File: config.mk
export PLATFORM = sky130hd
export DESIGN_NAME = dff_bank_arbiter
export DESIGN_NICKNAME = d
export VERILOG_FILES = /design/src/rtl/dff_bank_arbiter.sv
export SDC_FILE = /design/constraint.sdc
export NUM_CORES = 1
export LEC_CHECK = 0
export CAP_MARGIN = 25
export CORE_UTILIZATION = 36
export CTS_CLUSTER_SIZE = 12
export DETAILED_ROUTE_END_ITERATION = 10
export GPL_ROUTABILITY_DRIVEN = 0
export GPL_TIMING_DRIVEN = 0
export PLACE_DENSITY = 0.83
export SYNTH_ARGS = -nofsm -noshare
export SYNTH_HDL_FRONTEND = slang
export SYNTH_SLANG_ARGS = --single-unit
File: constraint.sdc
create_clock -name clk -period 2.4 [get_ports clk]
set_clock_uncertainty 0.05 [all_clocks]
set_input_delay 0.48 -clock clk [delete_from_list [all_inputs] [get_ports clk]]
set_output_delay 0.48 -clock clk [all_outputs]
set_load 0.01 [all_outputs]
File: src/rtl/dff_bank_arbiter.sv
// Shared WIDTH-bit register written by N_REQ round-robin requesters.
// Define STICKY_GRANT_EN to let a winner hold the grant for up to MAX_BURST edges.
module dff_bank_arbiter #(
    parameter int N_REQ     = 4,
    parameter int WIDTH     = 8,
    parameter int MAX_BURST = 4
) (
    input  logic                   clk,
    input  logic                   rst,
    input  logic [N_REQ-1:0]       req,
    input  logic [N_REQ*WIDTH-1:0] wdata,
    output logic [N_REQ-1:0]       gnt,
    output logic [$clog2(N_REQ)-1:0] owner,
    output logic                   valid,
    output logic [WIDTH-1:0]       q,
    output logic [WIDTH-1:0]       q_bar
);

    localparam int OW = $clog2(N_REQ);
    localparam logic [N_REQ-1:0] ONE = N_REQ'(1);

    logic [OW-1:0]    last;
    logic [OW-1:0]    rr_idx;
    logic [OW-1:0]    cand;
    logic             rr_found;
    logic [OW-1:0]    win;
    logic [WIDTH-1:0] lane;

    // First active requester after the previous winner, wrapping around.
    always_comb begin
        rr_found = 1'b0;
        rr_idx   = '0;
        cand     = '0;
        for (int k = 1; k <= N_REQ; k++) begin
            cand = OW'((int'(last) + k) % N_REQ);
            if (!rr_found && req[cand]) begin
                rr_found = 1'b1;
                rr_idx   = cand;
            end
        end
    end

`ifdef STICKY_GRANT_EN
    logic [3:0] burst;
    logic       sticky;

    // burst == 0 means no grant is in progress (after reset or idle).
    assign sticky = (burst != 4'd0)
                 && (burst < 4'(MAX_BURST))
                 && req[last];
    assign win    = sticky ? last : rr_idx;
`else
    assign win = rr_idx;
`endif

    always_comb begin
        lane = '0;
        for (int i = 0; i < N_REQ; i++) begin
            if (win == OW'(i)) begin
                lane = wdata[i*WIDTH +: WIDTH];
            end
        end
    end

    always_ff @(posedge clk) begin
        if (rst) begin
            gnt   <= '0;
            owner <= '0;
            valid <= 1'b0;
            q     <= '0;
            last  <= OW'(N_REQ - 1);
`ifdef STICKY_GRANT_EN
            burst <= 4'd0;
`endif
        end else if (|req) begin
            gnt   <= ONE << win;
            owner <= win;
            valid <= 1'b1;
            q     <= lane;
            last  <= win;
`ifdef STICKY_GRANT_EN
            burst <= sticky ? burst + 4'd1 : 4'd1;
`endif
        end else begin
            gnt   <= '0;
            valid <= 1'b0;
`ifdef STICKY_GRANT_EN
            burst <= 4'd0;
`endif
        end
    end

    assign q_bar = ~q;

endmodule

## Word level (Yosys, flattened, before mapping)

Index checks and enable logic that the tools add are counted.

| cells by class | value |
|---|---|
| add/sub/neg operators | 4 |
| $lt $le $gt $ge | 4 |
| muxes and demuxes | 20 |
| bitwise gates (word level) | 2 |
| shift-type cells | 1 |
| reductions and logical operators | 9 |
| equality and inequality tests | 3 |

Operators with widths:

| kind | number |
|---|---|
| 2-to-1 mux 8 bit | 4 |
| < comparator 2 x 3 -> 1 bit, second input constant | 4 |
| binary-select mux 1 bit (select 2 bit) | 4 |
| 2-to-1 mux 1 bit | 8 |
| 2-to-1 mux 2 bit | 4 |
| NOT 8 bit | 1 |
| adder 2 x 1 -> 2 bit, second input constant | 2 |
| adder 2 bit, second input constant | 2 |
| == test 2 bit, second input constant | 2 |
| OR reduction 4 bit | 1 |
| << shifter 1 x 2 -> 4 bit, first input constant | 1 |
| logical AND 1 bit | 3 |
| zero test 1 bit | 3 |
| == test 2 x 1 -> 1 bit, second input constant | 1 |
| zero test 2 bit | 1 |
| OR reduction 2 bit | 1 |
| NOT 1 bit | 1 |

| word-level totals | value |
|---|---|
| word-level logic and storage cells | 48 |
| output and inout port bits | 23 |
| register bits | 17 |
| bits of input ports | 38 |

## Logic depth before layout (Yosys ltp)

Gate-level depths: netlist of the first run.

| depth | value |
|---|---|
| word-level depth | 18 |
| gate-level depth with buffers | 6 |
| depth with buffers taken out | 5 |

## Worst setup path before layout of the first run

No wires, ideal clock.

| timing | value |
|---|---|
| path kind | in2reg |
| start point | in req[3] |
| end point | reg q[1] |
| buffers on the path | 1 |
| required time | 2.228 ns |
| arrival | 1.668 ns |
| slack | 0.561 ns |
| library setup time | 0.122 ns |
| cell stages on the path | 6 |
| path through | nor2b_1 > a21oi_2 > o221ai_2 > buf_6 > mux2_4 > a221o_1 |

| on the way | value |
|---|---|
| word-level cells in the longest chain between the ends | 17 |
| elaborated cells between the ends (all ways) | 30 |
| those cells by class | eq/ne: 3; mux: 19; reduce/logical: 8 |

Ends and longest elaborated chain:

| element | RTL line | source |
|---|---|---|
| start: declaration | 10 | `input logic [N_REQ-1:0] req,` |
| binary-select mux 1 bit (select 2 bit) | 36 | `if (!rr_found && req[cand]) begin` |
| 2-to-1 mux 1 bit (not written as such) | 36 |  |
| 2-to-1 mux 1 bit | 36 |  |
| zero test 1 bit | 36 |  |
| logical AND 1 bit | 36 |  |
| 2-to-1 mux 1 bit | 36 |  |
| zero test 1 bit | 36 |  |
| logical AND 1 bit | 36 |  |
| 2-to-1 mux 1 bit | 36 |  |
| zero test 1 bit | 36 |  |
| logical AND 1 bit | 36 |  |
| 2-to-1 mux 2 bit | 36 |  |
| zero test 2 bit | 59 | `if (win == OW'(i)) begin` |
| 2-to-1 mux 8 bit (4 in series) | 59 |  |
| end signal: assignment | 79 | `q <= lane;` |
| end: declaration | 15 | `output logic [WIDTH-1:0] q,` |

Parallel ways exist; a longest one is shown, timed or not. The select of a mux whose other input is x is not followed.
A chain may end at the register's enable or synchronous reset.

## Worst setup path in the final report of the first run

| timing | value |
|---|---|
| start point | in req[3] |
| end point | reg q[3] |

Same word-level chain as after synthesis.

==> flow_summary.json, run 1 <==
{
  "status": "finished, final reports clean",
  "row_count": 18,
  "ff_latch_area_sq_um": 340,
  "post_cts_resized": 0,
  "vdd_ir_drop_max_v": 0.000276,
  "syn_area_sq_um": 945,
  "period_minus_slack_ns": 2.27,
  "coreArea_sq_um": 2480,
  "synth_compound_area_frac": 0.163,
  "die_w_um": 53.2,
  "setup_ws_ns": 0.127,
  "track_usage": 0.209,
  "grt_pass1_wl_mm": 4.20,
  "antennaDiodeCount": 0,
  "cts.sinks": 17,
  "synth_largest_area_cell": "dfxtp_1",
  "route.vias.total": 1025,
  "p_leak_nw": 0.657,
  "ys_top_cells_by_area": "dfxtp_1 36%, mux2_4 11%, mux2i_1 9.5%, a221o_1 8.5%, nand3_1 8.5%",
  "worstPathCellList": "clkdlybuf4s50_1 > nor2b_1 > a21oi_2 > o221ai_2 > buf_6 > mux2_4 > a221o_1",
  "clock_path_buffers": 2,
  "drtIter0Drc": 22,
  "wl_mm": 2.62,
  "endpoint_kind": "register",
  "io_pins": 61,
  "synthXorXnorAreaFrac": 0,
  "nets": 203,
  "dp_hpwl_mm": 2.04,
  "ys.flop_type": "dfxtp_1",
  "setup_viol": 0,
  "post-synth-top-count-cell": "dfxtp_1",
  "synth.mux.area_fraction": 0.219,
  "async_flop_share": 0,
  "worstPathMaxFanout": 10,
  "fill_cells": 229,
  "yosysSeqAreaShare": 0.360,
  "drive_gt1_frac": 0.116,
  "slew_violations": 0,
  "vias_per_cell": 5.28,
  "grt_max_degree": 11,
  "rsz0062_at_grt": "no",
  "cts_buffers": 3,
  "syn_inst": 100,
  "synth_top_family_by_area": "multiplexers",
  "dp_slack_ns": -0.174,
  "drt-pass1-iter-count": 4,
  "synth-seq-cells": 17,
  "worst_pin_slew_ns": 0.488,
  "ctsHoldBuffers": 0,
  "max-slew-margin-rel": 0.674,
  "overflow": 0,
  "clock_latency_ns": 0.29,
  "hold_viol_final": 0,
  "post_cts_buffers": 0,
  "synth_fa_ha_area_frac": 0,
  "ant_nets": 0,
  "port-buffer-count": 60,
  "cpMaxStageDelayCell": "clkdlybuf4s50_1",
  "yosys.area_share.simple": 0.183,
  "cap_violations": 0,
  "critPathRequiredTime_ns": 2.53,
  "synth_area_per_cell_sq_um": 9.45,
  "cts-root-buf": "clkbuf_4",
  "ys_types": 25,
  "cp_slowest_stage_delay_ns": 0.53,
  "start_kind": "input port",
  "cp_data_arrival_time_ns": 2.40,
  "wl_per_cell_um": 13.5,
  "initial_utilization": 0.381,
  "path_buf_inv": 2,
  "hp-class": "reg -> reg",
  "p_per_area_nw_per_um2": 531,
  "crit_type": "in -> reg",
  "area_delta_synth_final_pct": 70.3,
  "antenna_found_initial": 0,
  "die_h_um": 53.2,
  "path_clk_slew_ns": 0.10,
  "htree_num_levels": 1,
  "clock.fmax_ghz": 0.440,
  "yosysWarnings": 0,
  "grt_pass1_vias": 985,
  "synthTopCellsByCount": "17 x dfxtp_1, 16 x nand3_1, 9 x inv_1, 9 x mux2i_1, 8 x a221o_1",
  "synth_edf_count": 0,
  "crit_family": "buffers and inverters",
  "synth_top_area_frac": 0.360,
  "dieArea_sq_um": 2830,
  "synth_fp_nets": 138,
  "drc_errors": 0,
  "cts_tree": "yes",
  "setup_tns_ns": 0,
  "multiInputGateArea_sq_um": 533,
  "finalCritPeriodShare": 0.947
}
## placed cells by master (no fill, tap or decap)
cell type        instances
nor4_1                   1
o221ai_2                 1
and2_1                   2
nand2_1                  4
mux2_4                   7
mux2i_1                  9
o221a_2                  1
a31oi_2                  1
clkdlybuf4s50_1         60
a22o_1                   1
nor2_1                   4
buf_6                    1
clkbuf_4                 3
clkbuf_1                 4
nand3b_1                 1
nand2b_1                 2
nor2b_1                  3
buf_2                    3
nand3_1                 16
dfxtp_1                 17
a21o_1                   1
mux2_2                   1
a21oi_2                  1
nor3_1                   1
a221o_1                  8
a21oi_1                  2
inv_1                    9
## stage by stage
step	utilization	hold slack (ns)	power, mW	cell area, sq um	cells
final	0.649	0.405	0.854	1610	194
after global routing	0.649	0.431	0.902	1610	194
after CTS	0.649	0.408	0.859	1610	194
after detailed placement	0.639	0.393	0.707	1580	190
after global placement	0.639	0.381	0.700	1580	190
after floorplan	-	0.417	0.516	945	100
## per-layer routing
metal | up-vias | track usage | wire length [um]
li1 | 492 | - | -
met1 | 471 | 0.227 | 1010
met2 | 55 | 0.381 | 1360
met3 | 7 | 0.0431 | 195
met4 | 0 | 0.0965 | 48
met5 | - | 0 | 0
## cell type report
type | count | area share
Inverter | 9 | 0.0210
Multi-Input combinational cell | 67 | 0.331
Buffer | 7 | 0.0233
Sequential cell | 17 | 0.212
Clock buffer | 4 | 0.0163
Timing Repair Buffer | 60 | 0.373
Tap cell | 30 | 0.0233
## sequential cells by signal (all words and copies together), names as in the netlist
register and count:
gnt 4, last 2, owner 2, q 8, valid 1
## power by group
part	internal (mW)	leakage (nW)	switching, mW
sequential	0.317	0.141	0.0251
combinational	0.220	0.500	0.138
clock	0.0646	0.0150	0.0887
## worst min-delay path: cells and delay by family, from the launching register on
kind	cells	cell delay, ns
flip-flops	1	0.33
AND/OR/NAND/NOR	2	0.09
## kinds of logic (layout without fill, tap and decap cells)
family,count (synthesis),after routing
AOI/OAI and AO/OA,16,16
buffers and inverters,16,80
muxes,17,17
DFF,17,17
and+or+nand+nor,34,34
## worst paths after layout
check | start | end | slack (ns) | cells past startpoint
worst min register to register | owner[1] | owner[1] | 0.41 | 2
worst max register to register | last[1] | q[3] | 0.50 | 6
worst max-delay path | req[3] | q[3] | 0.13 | 7
worst min-delay path | owner[1] | owner[1] | 0.41 | 2
(Power assumes the default switching activity.)
==> inputs of run 2 (changes only) <==
--- a/config.mk
+++ b/config.mk
@@ -5,13 +5,14 @@
 export SDC_FILE = /design/constraint.sdc
 export NUM_CORES = 1
 export LEC_CHECK = 0
+export ABC_AREA = 1
 export CAP_MARGIN = 25
-export CORE_UTILIZATION = 36
+export CORE_UTILIZATION = 40
 export CTS_CLUSTER_SIZE = 12
 export DETAILED_ROUTE_END_ITERATION = 10
 export GPL_ROUTABILITY_DRIVEN = 0
 export GPL_TIMING_DRIVEN = 0
-export PLACE_DENSITY = 0.83
+export PLACE_DENSITY = 0.82
 export SYNTH_ARGS = -nofsm -noshare
 export SYNTH_HDL_FRONTEND = slang
 export SYNTH_SLANG_ARGS = --single-unit
==> flow_summary.json, run 2 <==
{
  "yosysWarnings": 0,
  "drt-pass1-iter-count": 4,
  "final_cell_mix": "62 x nand2_1, 60 x clkdlybuf4s50_1, 20 x nand3_1, 18 x inv_1, 17 x dfxtp_1",
  "cts-root-buf": "clkbuf_4",
  "vias_per_cell": 4.70,
  "endpoint_kind": "register",
  "ys.flop_type": "dfxtp_1",
  "whs_ns": 0.417,
  "async_flop_share": 0,
  "antenna_found_initial": 0,
  "period_minus_slack_ns": 2.15,
  "dpl.cell_count": 288,
  "nets": 289,
  "synth-seq-cells": 17,
  "grt_pass1_wl_mm": 5.54,
  "htree_num_levels": 1,
  "worst_pin_slew_ns": 0.526,
  "yosysSeqAreaShare": 0.270,
  "stdcell_count": 292,
  "area_delta_synth_final_pct": 54.3,
  "drt-met1-wl_mm": 1.53,
  "hold_viol_final": 0,
  "cts_tree": "yes",
  "overflow": 0,
  "multiInputGateArea_sq_um": 752,
  "p_leak_nw": 0.893,
  "dp_hpwl_mm": 2.57,
  "ff_latch_area_sq_um": 340,
  "setup_viol": 0,
  "die_h_um": 58.1,
  "dr_wl_met3_um": 177,
  "synth_fp_nets": 224,
  "top_regs": "q (8), gnt (4)",
  "clock.fmax_ghz": 0.466,
  "synthTopCellsByCount": "62 x nand2_1, 20 x nand3_1, 18 x inv_1, 17 x dfxtp_1, 9 x nand4_1",
  "drc_errors": 0,
  "rsz0062_at_grt": "no",
  "cp_data_arrival_time_ns": 2.31,
  "cts.sinks": 17,
  "cap_violations": 0,
  "dr_wl_met2_mm": 1.59,
  "regMostFlops": "q",
  "start_kind": "input port",
  "clock_path_buffers": 2,
  "post_cts_resized": 0,
  "setup_tns_ns": 0,
  "synth_top_area_frac": 0.270,
  "grt_pass1_vias": 1276,
  "post_cts_buffers": 0,
  "largest_reg_flops": 8,
  "hp-class": "reg -> reg",
  "max-slew-margin-rel": 0.649,
  "synth_edf_count": 0,
  "total_power_mw": 2.69,
  "initial_utilization": 0.438,
  "ys_types": 28,
  "coreArea_sq_um": 2880,
  "route.vias.total": 1373,
  "post-synth-top-count-cell": "nand2_1",
  "drtIter0Drc": 62,
  "ctsHoldBuffers": 0,
  "synth_largest_area_cell": "dfxtp_1",
  "p_per_area_nw_per_um2": 1380,
  "final_common_cell": "nand2_1",
  "cts_buffers": 3,
  "vdd_ir_drop_max_v": 0.000825,
  "top_layer_used": "met4",
  "ant_nets": 0,
  "crit_type": "in -> reg",
  "antennaDiodeCount": 0,
  "worstPathMaxFanout": 10,
  "port-buffer-count": 60,
  "io_pins": 61,
  "dieArea_sq_um": 3380,
  "syn_area_sq_um": 1260,
  "wl_per_cell_um": 11.3,
  "fill_cells": 280,
  "synth_area_per_cell_sq_um": 6.77,
  "track_usage": 0.214,
  "clock_latency_ns": 0.31,
  "grt_max_degree": 12,
  "critPathRequiredTime_ns": 2.57,
  "row_count": 19,
  "syn_inst": 186,
  "status": "finished, final reports clean",
  "ys_top_cells_by_area": "dfxtp_1 27%, nand2_1 18%, nand3_1 8.0%, inv_1 5.4%, nand3b_1 4.8%",
  "path_clk_slew_ns": 0.11,
  "slew_violations": 0,
  "drive_gt1_frac": 0.136,
  "finalCritPeriodShare": 0.894,
  "wl_mm": 3.31,
  "die_w_um": 58.1
}
==> run 2: final cells by class <==
class / instances / share of cell area
Buffer: 8 / 0.0322
Tap cell: 42 / 0.0271
Clock buffer: 3 / 0.0116
Multi-Input combinational cell: 134 / 0.387
Clock inverter: 1 / 0.00387
Inverter: 27 / 0.0535
Timing Repair Buffer: 60 / 0.309
Sequential cell: 17 / 0.175
==> run 2: worst paths after layout <==
path              endpoint      from  cells after the start  slack, ns
setup / recovery      q[4]    req[1]                     14       0.25
hold / removal    owner[1]  owner[1]                      2       0.42
setup reg to reg      q[4]   last[0]                     15       0.38
hold reg to reg   owner[1]  owner[1]                      2       0.42
==> run 2: critical path, stage by stage <==
cell and delay [ns]:
clkdlybuf4s50_1 0.52, nand2_1 0.07, nand2_1 0.11, inv_1 0.07
nand2_1 0.10, o21ai_4 0.09, nand2_4 0.10, nor2_4 0.04
nor2_4 0.14, buf_2 0.23, o21bai_1 0.14, nand3_1 0.10
nand2_1 0.07, nand2_1 0.04
==> run 2: cells by family after synthesis <==
kind of cell           count (synthesis)  synth area share
AO/OA/AOI/OAI                         13            0.0875
buffers and inverters                 35             0.132
flip-flops                            17             0.270
AND/OR/NAND/NOR                      121             0.510
==> run 2: power by group <==
part           internal, mW  switching [mW]  leakage, nW
registers             0.396          0.0678        0.141
clock network        0.0636           0.110       0.0139
logic                 0.884            1.17        0.738
total                  1.34            1.34        0.893
==> run 2: metal layers <==
| layer | track usage | up-vias |
|---|---|---|
| met5 | 0 | - |
| met4 | 0.0408 | 0 |
| met3 | 0.0536 | 4 |
| met2 | 0.369 | 41 |
| met1 | 0.271 | 606 |
| li1 | - | 722 |
==> run 2: metrics by stage <==
| stage | utilization | cell area (sq um) | setup WS, ns |
|---|---|---|---|
| floorplan | - | 1260 | 0.641 |
| global placement | 0.665 | 1910 | -0.0503 |
| detailed placement | 0.665 | 1910 | -0.0928 |
| CTS | 0.675 | 1940 | 0.250 |
| global route | 0.675 | 1940 | 0.0470 |
| finish | 0.675 | 1940 | 0.255 |
